`config.mk`:
```
export PLATFORM = sky130hd
export DESIGN_NAME = coin_render
export DESIGN_NICKNAME = d
export VERILOG_FILES = /design/src/rtl/coin_render.sv
export SDC_FILE = /design/constraint.sdc
export NUM_CORES = 1
export LEC_CHECK = 0
export BUFFER_PORTS_ARGS = -buffer_cell sky130_fd_sc_hd__buf_2
export CORE_MARGIN = 2
export CORE_UTILIZATION = 26
export DETAILED_ROUTE_END_ITERATION = 12
export PLACE_DENSITY = 0.42
export SLEW_MARGIN = 40
export SYNTH_ARGS = -nofsm -noshare
export SYNTH_HDL_FRONTEND = slang
export SYNTH_SLANG_ARGS = --single-unit
```
`constraint.sdc`:
```
create_clock -name pixClk -period 4.1 [get_ports pixClk]
set_input_delay 0 -clock pixClk [delete_from_list [all_inputs] [get_ports pixClk]]
set_output_delay 0 -clock pixClk [all_outputs]
set_load 0.1 [all_outputs]
```
`src/rtl/coin_render.sv`:
```
// coin_render: the player square moves one step per frame. A coin waits at a
// position chosen by an LFSR. Touching the coin adds one to the score and
// starts a respawn.
// Each pixel gets its colour one cycle after its counters arrive. The syncs
// are delayed by the same cycle so that they stay aligned with RGB.
//
// Ports
//   pixClk            pixel clock (only clock)
//   rst               synchronous active-high reset
//   horiz_counter     current pixel column (11 bits)
//   vert_counter      current line (10 bits)
//   video             1 = visible region
//   horiz_sync_pulse  hsync from the timing core
//   vert_sync_pulse   vsync from the timing core
//   btn               {up, down, left, right}, 1 = pressed
//   red/green/blue    registered 4-bit colour
//   hsync_out         horiz_sync_pulse delayed one cycle
//   vsync_out         vert_sync_pulse delayed one cycle
//   score             coins collected, saturates at 255
//
// state   | meaning
// PLAY    | coin is visible; overlap is checked after each position update
// COLLECT | one cycle that bumps the score
// RESPAWN | try one LFSR candidate per cycle until a legal one is found

module coin_render #(
    parameter int hDisp = 640,
    parameter int vDisp = 480,
    parameter int PSIZE = 16,
    parameter int CSIZE = 8,
    parameter int STEP  = 2
) (
    input  logic        pixClk,
    input  logic        rst,
    input  logic [10:0] horiz_counter,
    input  logic [9:0]  vert_counter,
    input  logic        video,
    input  logic        horiz_sync_pulse,
    input  logic        vert_sync_pulse,
    input  logic [3:0]  btn,
    output logic [3:0]  red,
    output logic [3:0]  green,
    output logic [3:0]  blue,
    output logic        hsync_out,
    output logic        vsync_out,
    output logic [7:0]  score
);

    localparam logic [9:0] PX_MAX = 10'(hDisp - PSIZE);
    localparam logic [8:0] PY_MAX = 9'(vDisp - PSIZE);
    localparam logic [9:0] CX_MAX = 10'(hDisp - CSIZE);
    localparam logic [8:0] CY_MAX = 9'(vDisp - CSIZE);

    typedef enum logic [1:0] {PLAY, COLLECT, RESPAWN} state_t;

    state_t      state, state_next;
    logic [9:0]  px, cx, px_next, cand_x;
    logic [8:0]  py, cy, py_next, cand_y;
    logic [15:0] lfsr;
    logic        pos_upd, frame_tick, cand_ok, load_coin, score_inc;
    logic        in_player, in_coin;
    logic [10:0] px_inc;
    logic [9:0]  py_inc;

    // Player/coin overlap. The values are widened so that pos+size cannot wrap.
    function automatic logic hits(input logic [9:0] pxv, input logic [8:0] pyv,
                                  input logic [9:0] cxv, input logic [8:0] cyv);
        return ({1'b0, pxv} < {1'b0, cxv} + 11'(CSIZE)) &&
               ({1'b0, cxv} < {1'b0, pxv} + 11'(PSIZE)) &&
               ({1'b0, pyv} < {1'b0, cyv} + 10'(CSIZE)) &&
               ({1'b0, cyv} < {1'b0, pyv} + 10'(PSIZE));
    endfunction

    assign frame_tick = (horiz_counter == 11'd0) && (vert_counter == 10'(vDisp));

    // If both buttons of an axis are pressed, that axis holds.
    // The subtract path tests for underflow before it subtracts.
    always_comb begin
        px_inc  = {1'b0, px} + 11'(STEP);
        py_inc  = {1'b0, py} + 10'(STEP);
        px_next = px;
        py_next = py;
        if (btn[0] && !btn[1])
            px_next = (px_inc > {1'b0, PX_MAX}) ? PX_MAX : px_inc[9:0];
        else if (btn[1] && !btn[0])
            px_next = (px < 10'(STEP)) ? 10'd0 : px - 10'(STEP);
        if (btn[2] && !btn[3])
            py_next = (py_inc > {1'b0, PY_MAX}) ? PY_MAX : py_inc[8:0];
        else if (btn[3] && !btn[2])
            py_next = (py < 9'(STEP)) ? 9'd0 : py - 9'(STEP);
    end

    assign cand_x  = lfsr[9:0];
    assign cand_y  = lfsr[8:0];
    assign cand_ok = (cand_x <= CX_MAX) && (cand_y <= CY_MAX) &&
                     !hits(px, py, cand_x, cand_y);

    always_comb begin
        state_next = state;
        load_coin  = 1'b0;
        score_inc  = 1'b0;
        case (state)
            PLAY:    if (pos_upd && hits(px, py, cx, cy)) state_next = COLLECT;
            COLLECT: begin
                score_inc  = 1'b1;
                state_next = RESPAWN;
            end
            RESPAWN: if (cand_ok) begin
                load_coin  = 1'b1;
                state_next = PLAY;
            end
            default: state_next = PLAY;
        endcase
    end

    assign in_player = ({1'b0, px} <= horiz_counter) &&
                       (horiz_counter < {1'b0, px} + 11'(PSIZE)) &&
                       ({1'b0, py} <= vert_counter) &&
                       (vert_counter < {1'b0, py} + 10'(PSIZE));
    assign in_coin   = (state == PLAY) &&
                       ({1'b0, cx} <= horiz_counter) &&
                       (horiz_counter < {1'b0, cx} + 11'(CSIZE)) &&
                       ({1'b0, cy} <= vert_counter) &&
                       (vert_counter < {1'b0, cy} + 10'(CSIZE));

    always_ff @(posedge pixClk) begin
        if (rst) begin
            state     <= PLAY;
            px        <= 10'd312;
            py        <= 9'd232;
            cx        <= 10'd100;
            cy        <= 9'd100;
            lfsr      <= 16'hACE1;
            pos_upd   <= 1'b0;
            score     <= 8'd0;
            red       <= 4'h0;
            green     <= 4'h0;
            blue      <= 4'h0;
            hsync_out <= 1'b1;
            vsync_out <= 1'b1;
        end else begin
            state   <= state_next;
            lfsr    <= {lfsr[14:0], lfsr[15] ^ lfsr[13] ^ lfsr[12] ^ lfsr[10]};
            pos_upd <= frame_tick;
            if (frame_tick) begin
                px <= px_next;
                py <= py_next;
            end
            if (score_inc && score != 8'hFF) score <= score + 8'd1;
            if (load_coin) begin
                cx <= cand_x;
                cy <= cand_y;
            end
            hsync_out <= horiz_sync_pulse;
            vsync_out <= vert_sync_pulse;
            if (!video)         {red, green, blue} <= 12'h000;
            else if (in_player) {red, green, blue} <= 12'h0F0;
            else if (in_coin)   {red, green, blue} <= 12'hFF0;
            else                {red, green, blue} <= 12'h004;
        end
    end

endmodule

```
==> summary.txt, run 1 <==
Status
  • Status: finished clean

Yosys
  • Synth unique cells: 78
  • Top post-synthesis cells by area: ha_1 28%, dfxtp_1 18%, o21ai_0 3.9%, a21oi_1 3.7%, inv_1 3.0%
  • Register area share after synthesis: 17.5%
  • Largest area contributor in the synthesized netlist: ha_1
  • Flops & latches, synth: 59
  • Synth Flop Type: dfxtp_1
  • Syn Inst Count: 828
  • Synth async-reset ratio: 0%
  • Synth top area share: 28.1%
  • Post-synth EDFFs: 0
  • Mapped Avg Cell Area: 8.13 um2
  • Synth warnings: 0
  • Synth Cell Area: 6730 um2

Clock tree
  • Num CTS Buffers: 9
  • Max H-tree Level: 3
  • Clock Tree Buf Depth: 2
  • Post-cts sizing count: 0
  • Root buf cell: clkbuf_16
  • CTS tree: done
  • Hold buffer count at CTS: 3
  • Worst-path clk slew: 0.05 ns
  • CTS sink cnt: 59
  • Worst-Skew Late Latency: 0.34 ns
  • Post-CTS Setup Bufs: 0

Power
  • Pwr Total: 1650 uW
  • Peak supply drop: 142 uV
  • Pwr Density: 214 nW/um2
  • Leak: 0.00343 uW

Detailed routing
  • DRT antenna net count: 0
  • Routed WL: 23.6 mm
  • Vias: 6329
  • Post-DR wirelength/cell: 19.5 um
  • Vias/cell: 5.22
  • DR DRC count: 0
  • Drt pass-1 iters: 5
  • Initial DRC Count: 367

Die
  • Standard-cell rows: 58
  • Initial Util: 26.6%
  • Core Area: 25300 um2
  • Die Area: 27200 um2
  • Die Wd: 165 um
  • Top Ports: 52
  • Chip height: 165 um

Worst setup path
  • Kind of critical path: register to register
  • Crit Path Max Fanout: 13
  • Critical Path Source Type: register
  • Top Family by Delay on Critical Path: compound AO/OA/AOI/OAI gates
  • Crit. End Element: register
  • Worst path slowest cell: dfxtp_1
  • CP max stage delay: 0.62 ns
  • CP required: 4.30 ns
  • Buf+Inv Stages, Crit Path: 1
  • Critical-path cell list: and3_1, xnor2_1, ha_1, a211o_1, a2111oi_0, o22ai_2, o41ai_4, buf_4, mux2i_1, nor2_1
  • Crit path DAT: 3.59 ns

Place
  • Place WS: 0.731 ns
  • Placed insts: 1195
  • GPL Wtd Cong: 0.819
  • Final HPWL DP: 18.2 mm
  • IO Port Bufs: 48

STA
  • Final WS setup: 0.714 ns
  • Fmax: 295 MHz
  • Worst-Margin Slew: 0.719 ns
  • Slew Limit Fails: 0
  • Fin Clk Skew: 0.0128 ns
  • Setup TNS Final: 0 ns
  • RSZ-0062 raised after global routing: no
  • Tcrit/Tclk final: 82.6%
  • Final setup violation count: 0
  • Slew Limit Headroom: 51.9%
  • Final hold vios: 0
  • Min Tclk post-route: 3.39 ns

Global route
  • Initial antenna violation count: 0
  • Total routing usage reported by global routing: 17.7%
  • First-pass GRT wire length: 36.0 mm
  • Overflow after GRT: 0
  • Largest net degree at the start of global routing: 44
  • Vias in the first global route: 5991

Finish
  • Area occupied by registers: 1180 um2
  • Synth-to-layout area growth: 14.5%
  • Nets: 1060
  • Layout cells sized above 1: 12.8%
  • Post-Layout Cell Count: 1213
  • Fillers: 2711
  • Footprint of the multi-input gates: 5160 um2
  • Ant. Diodes: 0

Job
  • Max cap viols: 0

Min path
  • Hold WC Path Type: primary input to register
-- cells in the final DEF (no fill, tap or decap), types with 10 or more instances in the layout --
cell type  instances
ha_1             151
dfxtp_1           59
inv_1             54
nand2_1           54
nor2_1            54
o21ai_0           53
a21oi_1           50
buf_2             48
nor3_1            28
nand3_1           24
buf_4             23
nand4_1           22
xor2_1            19
xnor2_1           16
nor2b_1           15
a211oi_1          13
a21o_1            12
o21a_1            11
or2_2             11
o211ai_1          10
-- stage by stage --
stage | hold slack (ns) | util, % | cell area, um2
detailed placement | 0.187 | 29.1 | 7380
global placement | 0.183 | 29.1 | 7380
finish | 0.0186 | 30.4 | 7710
CTS | 0.0330 | 30.4 | 7700
floorplan | 0.104 | - | 6740
global route | 0.0508 | 30.4 | 7710
-- final timing paths --
check	startpoint	endpoint	slack, ns	cells after the start
hold reg to reg	lfsr[14]	lfsr[15]	0.41	1
hold / removal	rst	score[6]	0.02	2
setup / recovery	px[7]	cx[7]	0.71	10
setup reg to reg	px[7]	cx[7]	0.71	10
-- cell type report --
class	count	share of cell area, %
tap	330	5.36
inverter	57	2.78
timing repair buffer	74	5.75
clock buffer	11	3.15
multi-input combinational	678	67.0
sequential	59	15.3
clock inverter	4	0.665
-- where the power goes --
part / internal (uW) / switching, uW
Combinational: 95.7 / 176
Clock: 484 / 291
Sequential: 587 / 19.6
-- layer usage --
| metal | track usage, % | vias up | share of wire [%] |
|---|---|---|---|
| li1 | - | 3151 | - |
| met1 | 24.4 | 2992 | 49 |
| met2 | 28.2 | 160 | 44 |
| met3 | 2.89 | 26 | 4.8 |
| met4 | 5.38 | 0 | 2.4 |
| met5 | 0 | - | 0 |
-- cells by family (layout without fill, tap and decap cells) --
group | count (synthesis) | count (layout) | share of synthesized area, %
AND/OR/NAND/NOR | 262 | 262 | 20.7
AO/OA/AOI/OAI | 214 | 214 | 21.1
adder cells (fa/ha/maj) | 154 | 154 | 28.5
buffers and inverters | 93 | 146 | 5.98
flip-flops | 59 | 59 | 17.5
XOR/XNOR | 35 | 35 | 4.55
multiplexers | 10 | 10 | 1.52
other | 1 | 3 | 0.0557
-- registers in the layout (all words and copies together), names as in the netlist --
signal     count
px             9
score          8
red            1
lfsr          16
py             8
hsync_out      1
pos_upd        1
state          2
vsync_out      1
cx            10
blue           1
green          1
-- cell usage after synthesis, drive strengths merged (6+ instances only) --
| cell type | n |
|---|---|
| a2111oi | 7 |
| o21ai | 56 |
| inv | 57 |
| a211oi | 13 |
| dfxtp | 59 |
| nor3 | 28 |
| nand2 | 54 |
| o31ai | 6 |
| xor2 | 19 |
| nor2 | 54 |
| a21o | 12 |
| buf | 19 |
| xnor2 | 16 |
| and3 | 7 |
| ha | 151 |
| a21oi | 50 |
| o21a | 11 |
| or3 | 6 |
| a211o | 6 |
| nor4 | 11 |
| clkbuf | 17 |
| nor2b | 15 |
| o211ai | 10 |
| nand3 | 24 |
| nand4 | 22 |
| or2 | 11 |
| mux2i | 8 |
No activity file was read; power rests on OpenSTA's default activity.
==> run 2: changes to the inputs <==
- PLACE_DENSITY: 0.42 -> 0.43
- clock period: 4.1 -> 2.9 ns (I/O delays scaled with it)
==> run 2 against run 1 <==
  * Non-clock buffer count grew 65
  * Global-route usage grew 0.80 points
  * Via count grew 4.4%
  * Clock skew shrank 0.0051 ns
  * Wire length grew 3.8%
  * Setup slack lost 0.67 ns
  * Core utilization grew 2.9 points
  * Clock power grew 57%
  * Critical path type unchanged
  * Critical endpoint is now cx[4]
==> summary.txt, run 2 (same netlist as run 1, synthesis figures left out) <==
Die
  • Chip height: 165 um (unchanged)
  • Die Wd: 165 um (unchanged)
  • Initial Util: 26.6% (unchanged)
  • Top Ports: 52 (unchanged)
  • Die Area: 27200 um2 (unchanged)
  • Core Area: 25300 um2 (unchanged)
  • Standard-cell rows: 58 (unchanged)

Worst setup path
  • Crit. End Element: register (unchanged)
  • Kind of critical path: register to register (unchanged)
  • Critical Path Source Type: register (unchanged)
  • Worst path slowest cell: o41ai_4 (was dfxtp_1)
  • CP most frequent cell: ha_4
  • Crit Path Max Fanout: 6 (was 13)
  • Crit path DAT: 3.07 ns (was 3.59 ns)
  • Reg2Reg Depth: 11 (was 10)
  • CP max stage delay: 0.40 ns (was 0.62 ns)
  • Top Family by Delay on Critical Path: compound AO/OA/AOI/OAI gates (unchanged)
  • Reg2reg start: lfsr[4] (was px[7])
  • Buf+Inv Stages, Crit Path: 2 (was 1)
  • RR Endpoint: cx[4] (was cx[7])
  • Reg2Reg Setup Slack: 0.05 ns (was 0.71 ns)
  • CP required: 3.12 ns (was 4.30 ns)
  • Critical-path cell list: ha_4, xnor2_4, ha_4, a2111oi_4, a32oi_1, maj3_2, o41ai_4, clkbuf_16, buf_12, mux2i_1, nor2_1 (was and3_1, xnor2_1, ha_1, a211o_1, a2111oi_0, o22ai_2, o41ai_4, buf_4, mux2i_1, nor2_1)

Min path
  • Hold endpoint: score[1] (was score[6])
  • WHS Path Cells: 2 (unchanged)
  • Hold wc startpoint: rst (unchanged)
  • Hold WC Path Type: primary input to register (unchanged)

Detailed routing
  • DRT antenna net count: 0 (unchanged)
  • Post-DR wirelength/cell: 19.2 um (was 19.5 um)
  • Uppermost layer routed: met4 (unchanged)
  • Initial DRC Count: 417 (was 367)
  • Vias/cell: 5.16 (was 5.22)
  • DR DRC count: 0 (unchanged)
  • Detailed-routed wire length on met2: 10.9 mm (was 10.4 mm)
  • DR WL met3: 1.05 mm (was 1.14 mm)
  • Wl on met1: 11.5 mm (was 11.6 mm)
  • Drt pass-1 iters: 5 (unchanged)
  • Vias: 6605 (was 6329)
  • Routed WL: 24.5 mm (was 23.6 mm)

Finish
  • Largest register FFs: 16 (unchanged)
  • Most common cell after layout, fill and taps aside: ha_1 (unchanged)
  • Top Registers: lfsr: 16 flops, cx: 10 flops, px: 9 flops (unchanged)
  • Synth-to-layout area growth: 25.5% (was 14.5%)
  • Commonest non-fill, non-tap cells in the layout: 145 x ha_1, 84 x buf_4, 54 x nand2_1, 54 x nor2_1, 53 x inv_1 (was 151 x ha_1, 59 x dfxtp_1, 54 x inv_1, 54 x nand2_1, 54 x nor2_1)
  • Largest Register: lfsr (unchanged)
  • Layout cells sized above 1: 22.0% (was 12.8%)
  • Fin util: 33.4% (was 30.4%)
  • Ant. Diodes: 0 (unchanged)
  • Nets: 1125 (was 1060)
  • Post-Layout Cell Count: 1279 (was 1213)
  • Post-route cell area: 8450 um2 (was 7710 um2)
  • Fillers: 2714 (was 2711)

Global route
  • First-pass GRT wire length: 37.7 mm (was 36.0 mm)
  • Total routing usage reported by global routing: 18.5% (was 17.7%)
  • Overflow after GRT: 0 (unchanged)
  • Initial antenna violation count: 0 (unchanged)
  • Largest net degree at the start of global routing: 38 (was 44)
  • Vias in the first global route: 6595 (was 5991)

STA
  • Min Tclk post-route: 2.85 ns (was 3.39 ns)
  • Worst-Margin Slew: 0.675 ns (was 0.719 ns)
  • Fmax: 350 MHz (was 295 MHz)
  • Fin Clk Skew: 0.00770 ns (was 0.0128 ns)
  • RSZ-0062 raised after global routing: yes (was no)
  • Slew Limit Headroom: 54.8% (was 51.9%)
  • Setup TNS Final: 0 ns (unchanged)
  • Hold_ws: 0.0695 ns (was 0.0186 ns)
  • Slew Limit Fails: 0 (unchanged)
  • Tcrit/Tclk final: 98.4% (was 82.6%)
  • Final setup violation count: 0 (unchanged)
  • Final hold vios: 0 (unchanged)

Power
  • Pwr Density: 294 nW/um2 (was 214 nW/um2)
  • P_sw: 744 uW (was 486 uW)
  • Sequential power share: 34.3% (was 36.7%)
  • P_int: 1740 uW (was 1170 uW)
  • Sw Ratio: 29.9% (was 29.4%)
  • Peak supply drop: 193 uV (was 142 uV)
  • Logic pwr share: 16.7% (was 16.4%)
  • Clock Power Share: 49.0% (was 46.9%)
  • Leak: 0.00381 uW (was 0.00343 uW)

Place
  • Final HPWL DP: 19.5 mm (was 18.2 mm)
  • GPL Wtd Cong: 0.870 (was 0.819)
  • Area after DPL: 7860 um2 (was 7380 um2)
  • IO Port Bufs: 48 (unchanged)
  • Placed insts: 1254 (was 1195)

Clock tree
  • CTS tree: done (unchanged)
  • Clock Tree Buf Depth: 2 (unchanged)
  • Worst-Skew Late Latency: 0.35 ns (was 0.34 ns)
  • Root buf cell: clkbuf_16 (unchanged)
  • Worst-path clk slew: 0.06 ns (was 0.05 ns)
  • Num CTS Buffers: 9 (unchanged)
  • CTS sink cnt: 59 (unchanged)
  • Max H-tree Level: 3 (unchanged)

Status
  • Status: finished clean (unchanged)

Job
  • Max cap viols: 0 (unchanged)
[run 2: how the worst max path moves through the flow]
stage	start	endpoint	slack, ns	cells past startpoint
6_report	lfsr[4]	cx[4]	0.05	11
3_5_place_dp	lfsr[4]	cx[1]	0.06	10
4_1_cts	lfsr[4]	cx[4]	0.03	10
3_3_place_gp	py[2]	py[4]	0.04	8
2_1_floorplan	py[3]	cx[4]	0.01	11
5_1_grt	lfsr[4]	cx[8]	-0.02	11
[run 2: cell type report]
| cell class | count | area (um2) | area share (%) |
|---|---|---|---|
| Multi-Input combinational cell | 678 | 5320 | 63.0 |
| Clock inverter | 7 | 100 | 1.18 |
| Tap cell | 330 | 413 | 4.89 |
| Timing Repair Buffer | 139 | 976 | 11.5 |
| Inverter | 57 | 214 | 2.53 |
| Clock buffer | 9 | 225 | 2.67 |
| Sequential cell | 59 | 1200 | 14.2 |
[run 2: metal layers]
metal / vias to the layer above / global-route usage [%]
met3: 45 / 2.79
li1: 3288 / -
met2: 172 / 30.3
met4: 0 / 8.30
met1: 3100 / 24.0
met5: - / 0
[run 2: timing repair]
item / 4_1_cts / 5_1_grt
hold buffers: 3 / 0
gates resized for setup: 0 / 39
endpoints found under the hold margin: 4 / 0
setup buffers: 0 / 6
endpoints found under the setup margin: 0 / 9
[run 2: metrics by stage]
| step | worst slack [ns] | total power, uW |
|---|---|---|
| 3_3_place_gp | 0.0411 | 1270 |
| 5_1_grt | -0.0190 | 2600 |
| 2_1_floorplan | 0.0111 | 1130 |
| 4_1_cts | 0.0310 | 2510 |
| 6_report | 0.0466 | 2490 |
| 3_5_place_dp | 0.0630 | 1270 |
[run 2: power by group through the flow]
stage,sequential (uW),combinational (uW),clock (uW)
after floorplan,886,248,0
after CTS,852,401,1250
final,852,415,1220
after detailed placement,870,395,0
after global placement,870,397,0
after global routing,856,463,1280
